$ cat config.mk
export PLATFORM = sky130hd
export DESIGN_NAME = bp_cfg_link_loader
export DESIGN_NICKNAME = d
export VERILOG_FILES = /design/src/rtl/bp_common_cfg_link_pkg.sv /design/src/rtl/bp_cfg_link_loader.sv
export SDC_FILE = /design/constraint.sdc
export NUM_CORES = 1
export LEC_CHECK = 0
export CORE_ASPECT_RATIO = 0.9
export CORE_MARGIN = 1.5
export CORE_UTILIZATION = 39
export CTS_CLUSTER_DIAMETER = 60
export DETAILED_ROUTE_END_ITERATION = 12
export HOLD_SLACK_MARGIN = 0.02
export PLACE_DENSITY_LB_ADDON = 0.2
export SKIP_CTS_REPAIR_TIMING = 1
export SKIP_LAST_GASP = 1
export SLEW_MARGIN = 20
export SYNTH_ARGS = -nofsm -noshare
export SYNTH_HDL_FRONTEND = slang
export SYNTH_SLANG_ARGS = --single-unit
$ cat constraint.sdc
create_clock -name clk_i -period 2.1 [get_ports clk_i]
set_input_delay 0.42 -clock clk_i [delete_from_list [all_inputs] [get_ports clk_i]]
set_output_delay 0.42 -clock clk_i [all_outputs]
set_load 0.005 [all_outputs]
$ cat src/rtl/bp_common_cfg_link_pkg.sv
// Shared config-link definitions: register map, loader FSM states, cache/CCE mode encodings.
// Imported by the config-link initiator and by anything that decodes its requests.
package bp_common_cfg_link_pkg;

    localparam logic [15:0] cfg_reg_reset_gp       = 16'h0001;
    localparam logic [15:0] cfg_reg_freeze_gp      = 16'h0002;
    localparam logic [15:0] cfg_reg_icache_mode_gp = 16'h0022;
    localparam logic [15:0] cfg_reg_start_pc_lo_gp = 16'h0040;
    localparam logic [15:0] cfg_reg_start_pc_hi_gp = 16'h0041;
    localparam logic [15:0] cfg_reg_dcache_mode_gp = 16'h0042;
    localparam logic [15:0] cfg_reg_cce_mode_gp    = 16'h0060;
    localparam logic [15:0] cfg_reg_num_lce_gp     = 16'h0061;
    localparam logic [15:0] cfg_reg_ucode_base_gp  = 16'h8000;

    typedef enum logic [4:0] {
        e_idle,
        e_freeze,
        e_rst_set,
        e_rst_clr,
        e_cce_unc,
        e_num_lce,
        e_ic_mode,
        e_dc_mode,
        e_pc_lo,
        e_pc_hi,
        e_ucode_rd,
        e_ucode_wr,
        e_vrfy_rd,
        e_vrfy_req,
        e_vrfy_wait,
        e_cce_mode,
        e_unfreeze,
        e_done
    } bp_cfg_loader_state_e;

    typedef enum logic {
        e_cfg_uncached = 1'b0,
        e_cfg_normal   = 1'b1
    } bp_cfg_cache_mode_e;

    typedef enum logic {
        e_cce_mode_uncached = 1'b0,
        e_cce_mode_normal   = 1'b1
    } bp_cfg_cce_mode_e;

endpackage

$ cat src/rtl/bp_cfg_link_loader.sv
// Config-link initiator: replays the tile bring-up write sequence (freeze .. microcode .. unfreeze) after start_i.
// Latency: one request per state, next request no earlier than the cycle after a transfer; ROM read costs one idle cycle per word.
// Backpressure: valid-then-ready, request held stable while cfg_ready_i is low. BP_CFG_LOADER_UCODE_VERIFY_EN adds microcode readback.
module bp_cfg_link_loader
    import bp_common_cfg_link_pkg::*;
#(
    parameter int                        cfg_addr_width_p = 16,
    parameter int                        cfg_data_width_p = 32,
    parameter int                        vaddr_width_p    = 39,
    parameter logic [vaddr_width_p-1:0]  start_pc_p       = 39'h00_8000_0000,
    parameter int                        num_lce_p        = 2,
    parameter int                        icache_mode_p    = 1,
    parameter int                        dcache_mode_p    = 1,
    parameter int                        cce_mode_p       = 1,
    parameter int                        cce_ucode_els_p  = 256,
    localparam int                       ucode_addr_width_lp = (cce_ucode_els_p > 1) ? $clog2(cce_ucode_els_p) : 1
) (
    input  logic                           clk_i,
    input  logic                           reset_i,
    input  logic                           start_i,
    output logic                           cfg_v_o,
    output logic                           cfg_w_v_o,
    output logic [cfg_addr_width_p-1:0]    cfg_addr_o,
    output logic [cfg_data_width_p-1:0]    cfg_data_o,
    input  logic                           cfg_ready_i,
    input  logic                           cfg_data_v_i,
    input  logic [cfg_data_width_p-1:0]    cfg_data_i,
    output logic [ucode_addr_width_lp-1:0] ucode_addr_o,
    input  logic [cfg_data_width_p-1:0]    ucode_data_i,
    output logic                           done_o,
    output logic                           error_o
);

    localparam logic [63:0] start_pc_ext_lp = 64'(start_pc_p);
    localparam logic [cfg_data_width_p-1:0] pc_lo_lp = cfg_data_width_p'(start_pc_ext_lp[31:0]);
    localparam logic [cfg_data_width_p-1:0] pc_hi_lp = cfg_data_width_p'(start_pc_ext_lp[63:32]);

    function automatic logic [cfg_addr_width_p-1:0] reg_addr(input logic [15:0] a);
        return cfg_addr_width_p'(a);
    endfunction

    function automatic logic [cfg_data_width_p-1:0] reg_data(input int d);
        return cfg_data_width_p'(d);
    endfunction

    bp_cfg_loader_state_e state_q, state_n;
    logic [ucode_addr_width_lp-1:0] cnt_q, cnt_n;
    logic [cfg_data_width_p-1:0]    ucode_q;
    logic                           rom_entry_q;

    logic                           req_v;
    logic                           req_w;
    logic [cfg_addr_width_p-1:0]    req_addr;
    logic [cfg_data_width_p-1:0]    req_data;
    bp_cfg_loader_state_e           req_next;

    logic                           last_word;
    logic [cfg_addr_width_p-1:0]    ucode_reg_addr;
    logic [cfg_data_width_p-1:0]    rom_word;

    assign last_word      = (cnt_q == ucode_addr_width_lp'(cce_ucode_els_p - 1));
    assign ucode_reg_addr = reg_addr(cfg_reg_ucode_base_gp) + cfg_addr_width_p'(cnt_q);
    // ROM data is live only on the first cycle after the read; later stall cycles use the captured copy.
    assign rom_word       = rom_entry_q ? ucode_data_i : ucode_q;

    always_comb begin
        state_n  = state_q;
        cnt_n    = cnt_q;
        req_v    = 1'b0;
        req_w    = 1'b1;
        req_addr = '0;
        req_data = '0;
        req_next = state_q;

        unique case (state_q)
            e_idle: begin
                if (start_i) state_n = e_freeze;
            end
            e_freeze: begin
                req_v = 1'b1; req_addr = reg_addr(cfg_reg_freeze_gp); req_data = reg_data(1);
                req_next = e_rst_set;
            end
            e_rst_set: begin
                req_v = 1'b1; req_addr = reg_addr(cfg_reg_reset_gp); req_data = reg_data(1);
                req_next = e_rst_clr;
            end
            e_rst_clr: begin
                req_v = 1'b1; req_addr = reg_addr(cfg_reg_reset_gp); req_data = reg_data(0);
                req_next = e_cce_unc;
            end
            e_cce_unc: begin
                req_v = 1'b1; req_addr = reg_addr(cfg_reg_cce_mode_gp);
                req_data = cfg_data_width_p'(e_cce_mode_uncached);
                req_next = e_num_lce;
            end
            e_num_lce: begin
                req_v = 1'b1; req_addr = reg_addr(cfg_reg_num_lce_gp); req_data = reg_data(num_lce_p);
                req_next = e_ic_mode;
            end
            e_ic_mode: begin
                req_v = 1'b1; req_addr = reg_addr(cfg_reg_icache_mode_gp); req_data = reg_data(icache_mode_p);
                req_next = e_dc_mode;
            end
            e_dc_mode: begin
                req_v = 1'b1; req_addr = reg_addr(cfg_reg_dcache_mode_gp); req_data = reg_data(dcache_mode_p);
                req_next = e_pc_lo;
            end
            e_pc_lo: begin
                req_v = 1'b1; req_addr = reg_addr(cfg_reg_start_pc_lo_gp); req_data = pc_lo_lp;
                req_next = e_pc_hi;
            end
            e_pc_hi: begin
                req_v = 1'b1; req_addr = reg_addr(cfg_reg_start_pc_hi_gp); req_data = pc_hi_lp;
                req_next = e_ucode_rd;
            end
            e_ucode_rd: begin
                state_n = e_ucode_wr;
            end
            e_ucode_wr: begin
                req_v = 1'b1; req_addr = ucode_reg_addr; req_data = rom_word;
                if (last_word) begin
`ifdef BP_CFG_LOADER_UCODE_VERIFY_EN
                    req_next = e_vrfy_rd;
`else
                    req_next = e_cce_mode;
`endif
                    if (cfg_ready_i) cnt_n = '0;
                end else begin
                    req_next = e_ucode_rd;
                    if (cfg_ready_i) cnt_n = cnt_q + 1'b1;
                end
            end
`ifdef BP_CFG_LOADER_UCODE_VERIFY_EN
            e_vrfy_rd: begin
                state_n = e_vrfy_req;
            end
            e_vrfy_req: begin
                req_v = 1'b1; req_w = 1'b0; req_addr = ucode_reg_addr;
                req_next = e_vrfy_wait;
            end
            e_vrfy_wait: begin
                if (cfg_data_v_i) begin
                    if (last_word) begin
                        cnt_n   = '0;
                        state_n = e_cce_mode;
                    end else begin
                        cnt_n   = cnt_q + 1'b1;
                        state_n = e_vrfy_rd;
                    end
                end
            end
`endif
            e_cce_mode: begin
                req_v = 1'b1; req_addr = reg_addr(cfg_reg_cce_mode_gp); req_data = reg_data(cce_mode_p);
                req_next = e_unfreeze;
            end
            e_unfreeze: begin
                req_v = 1'b1; req_addr = reg_addr(cfg_reg_freeze_gp); req_data = reg_data(0);
                req_next = e_done;
            end
            e_done: begin
                state_n = e_done;
            end
            default: begin
                state_n = e_idle;
            end
        endcase

        if (req_v && cfg_ready_i) state_n = req_next;
    end

    always_ff @(posedge clk_i) begin
        if (reset_i) begin
            state_q     <= e_idle;
            cnt_q       <= '0;
            ucode_q     <= '0;
            rom_entry_q <= 1'b0;
        end else begin
            state_q     <= state_n;
            cnt_q       <= cnt_n;
            rom_entry_q <= (state_q == e_ucode_rd) || (state_q == e_vrfy_rd);
            if (rom_entry_q) ucode_q <= ucode_data_i;
        end
    end

    assign cfg_v_o      = req_v;
    assign cfg_w_v_o    = req_v & req_w;
    assign cfg_addr_o   = req_addr;
    assign cfg_data_o   = req_data;
    assign ucode_addr_o = cnt_q;
    assign done_o       = (state_q == e_done);

`ifdef BP_CFG_LOADER_UCODE_VERIFY_EN
    logic err_q;

    always_ff @(posedge clk_i) begin
        if (reset_i) begin
            err_q <= 1'b0;
        end else if ((state_q == e_vrfy_wait) && cfg_data_v_i && (cfg_data_i != ucode_q)) begin
            err_q <= 1'b1;
        end
    end

    assign error_o = err_q;
`else
    logic unused_rd_path;
    assign unused_rd_path = ^{cfg_data_v_i, cfg_data_i};
    assign error_o        = 1'b0;
`endif

endmodule
==> out/qor.csv <==
metric,value,unit
Tmin final,2.252,ns
ANT nets after route,0,
DRC viols,4,
Synth Warn #,0,
asr flop ratio synth,0,
Wirelength per Cell,14.13,um
Via Count,2368,
crit-path max FO,12,
Max Root-Sink Buffers,2,
initial DRC count,136,
crit path DAT,1.83,ns
status,"finished, violations left",
Via density,4.975,
maximum clock frequency,0.4441,GHz
CP Buf/Inv Count,5,
Clock Sinks,46,
grt ovf,0,
RSZ-0062 raised after global routing,true,
final net count,475,
Worst path slowest cell,dfxtp_2,
I/O Pins,129,
iteration count of the initial detailed-routing pass,8,
CP dominant cell by count,buf_4,
non-filler instance count after layout,476,
Num CTS Buffers,5,
Clock Latency Late Sink,0.29,ns
CTS tree,yes,
Combinational Power Share,0.209,
r2r worst-path depth,7,
WP depth,8,
Detailed Place HPWL,4434,um
Yosys reg bits,46,
Syn-to-layout area delta,61.66,%
sequential power share,0.457,
final wirelength,6727,um
Setup Skew,0.004994,ns
number of global-route vias before repair,2151,
Setup CP Type,flop to output pin,
"EDFF count, synth",0,
PortBufs,87,
crit-path cells,buf_4 > and3b_2 > nand2_4 > buf_4 > buf_12 > buf_4 > nor2_1 > dlymetal6s2s_1,
die area,6604,um2
P per Cell Area,502.2,nW/um2
Switch Pwr,0.4723,mW
switching part of the total,0.2436,
Clock power frac,0.334,
die width,85.49,um
placed cell count,454,
post-synth cell types,46,
Synth Instances,295,
Tot Pwr,1.939,mW
n_diodes,0,
Post-Syn Area per Cell,8.097,um2
Final Hold Vio Count,0,
Tcrit/Tclk final,1.072,
Hold Path Depth,2,
CP endpoint kind,output pin,
required time worst endpoint,1.68,ns
"Seq/Total Area, Yosys",0.3855,
Leakage,2.178,nW
Core Rows,26,
Starting Density,0.4125,
first-pass GRT wire length,10200,um
fraction of layout cells with a size suffix above 1,0.1700,
area of the mapped netlist,2389,um2
Fillers,502,
Hold WC Path Type,flop to flop,
final slew viol count,0,
Worst setup SP type,flop,
clock slew at reported path FFs,0.08,ns
H-Tree Depth,2,
CP peak stage delay,0.34,ns
Root Driver,clkbuf_8,
Peak VDD IR,0.5747,mV
core area,5791,um2
maxcap violations,0,
initial antenna violation count,0,
"delay-heaviest family, CP",buffers and inverters,
"Primary FF master, synth",dfxtp_1,
setup ws final,-0.1519,ns
Int Power,1.467,mW
gp weighted congestion,0.8355,
Total GRT Usage,0.1896,
violations in the final reports,"design-rule violations, negative setup slack",
die height,77.25,um
setup violators final,14,
largest net degree at the start of global routing,41,
## cell usage after synthesis, types with 3 or more instances
master    number  area [um2]
nand3_1        5       25.02
a21oi_1       10       50.05
nor2_1        78       292.8
or3_1          3       18.77
buf_4          9       67.56
and2_1         4       25.02
dfxtp_1       46       920.9
mux2i_1       35       350.3
nand2_1       12       45.04
nor2b_1        5       31.28
xor2_1         3       26.28
buf_2          4       20.02
o21ai_0       12       60.06
nand2b_1       3       18.77
nand4_1        4       25.02
nor3_1         3       15.01
clkbuf_1      16       60.06
and3_1         6       37.54
inv_1          5       18.77
## power groups by stage
stage	sequential [mW]	clock (mW)	combinational, mW
global route	0.888	0.698	0.440
CTS	0.884	0.667	0.374
detailed placement	0.905	0	0.373
global placement	0.905	0	0.370
floorplan	0.904	0	0.195
finish	0.887	0.648	0.404
## layout by cell type, fill, tap and decap left out, types with 2 or more instances in the layout
master and count:
dfxtp_1 42, nand4_1 4, a21oi_1 10, dfxtp_2 4
or3_1 2, o21ai_1 3, mux2i_1 35, buf_12 3
conb_1 8, and2_4 2, clkbuf_1 2, and2_1 2
nand2b_1 2, buf_6 2, a32oi_1 2, nor2_4 2
o21ai_0 8, nor3_1 2, nor2b_1 4, dlymetal6s2s_1 43
xor2_1 3, clkdlybuf4s50_1 43, o21bai_1 2, o211ai_1 2
clkbuf_8 5, nand2_1 11, buf_4 34, nand3_1 5
nor2_1 75, inv_1 5, and3_1 6
## worst min-delay path, cell delays in order (launching register included)
cell and delay, ns:
dfxtp_1 0.31, mux2i_1 0.07, nor2_1 0.08
## metrics by stage
stage | TNS, ns | hold WS (ns) | area, um2 | setup WS, ns | util
2_1_floorplan | 0 | 0.4557 | 2415 | 0.3132 | -
3_3_place_gp | -0.4481 | 0.4680 | 3441 | -0.1688 | 0.5942
3_5_place_dp | -0.5043 | 0.4759 | 3441 | -0.1667 | 0.5942
4_1_cts | -12.52 | 0.4973 | 3547 | -0.3633 | 0.6126
5_1_grt | -2.482 | 0.5197 | 3861 | -0.2279 | 0.6668
6_report | -0.9603 | 0.4909 | 3861 | -0.1519 | 0.6668
## metal layers
layer  global-route usage  part of all wire
met1               0.2497              0.44
met5                    0                 0
met3              0.05490             0.057
met2               0.3157              0.49
met4              0.02419            0.0080
## registers in the layout, indices dropped and copies added (netlist names)
name          cells
ucode_addr_o      8
ucode_q          32
rom_entry_q       1
state_q           5
## logic make-up after synthesis
kind of cell | count (synthesis) | share of synthesized area
AND/OR/NAND/NOR | 129 | 0.2514
flip-flops | 46 | 0.3855
AO/OA/AOI/OAI | 41 | 0.1095
buffers and inverters | 37 | 0.08067
multiplexers | 36 | 0.1514
XOR/XNOR | 4 | 0.01467
adder cells (fa/ha/maj) | 1 | 0.005238
other | 1 | 0.001570
## worst paths after layout
path	slack, ns	from	end
min reg2reg	0.49	ucode_q[15]$_SDFF_PP0_	ucode_q[15]$_SDFF_PP0_
max	-0.15	state_q[2]$_SDFFE_PP0P_	cfg_data_o[8]
max reg2reg	0.29	state_q[2]$_SDFFE_PP0P_	ucode_addr_o[7]$_SDFFE_PP0P_
min	0.49	ucode_q[15]$_SDFF_PP0_	ucode_q[15]$_SDFF_PP0_
## final cells by class
cell class	count	area, um2	area share
multi-input combinational	219	1371	0.3552
inverter	5	18.77	0.004861
timing repair buffer	128	1351	0.3500
clock inverter	1	30.03	0.007777
tap	70	87.58	0.02268
clock buffer	7	76.32	0.01977
sequential	46	925.9	0.2398
Note: power is estimated with default switching activity, not from simulation.
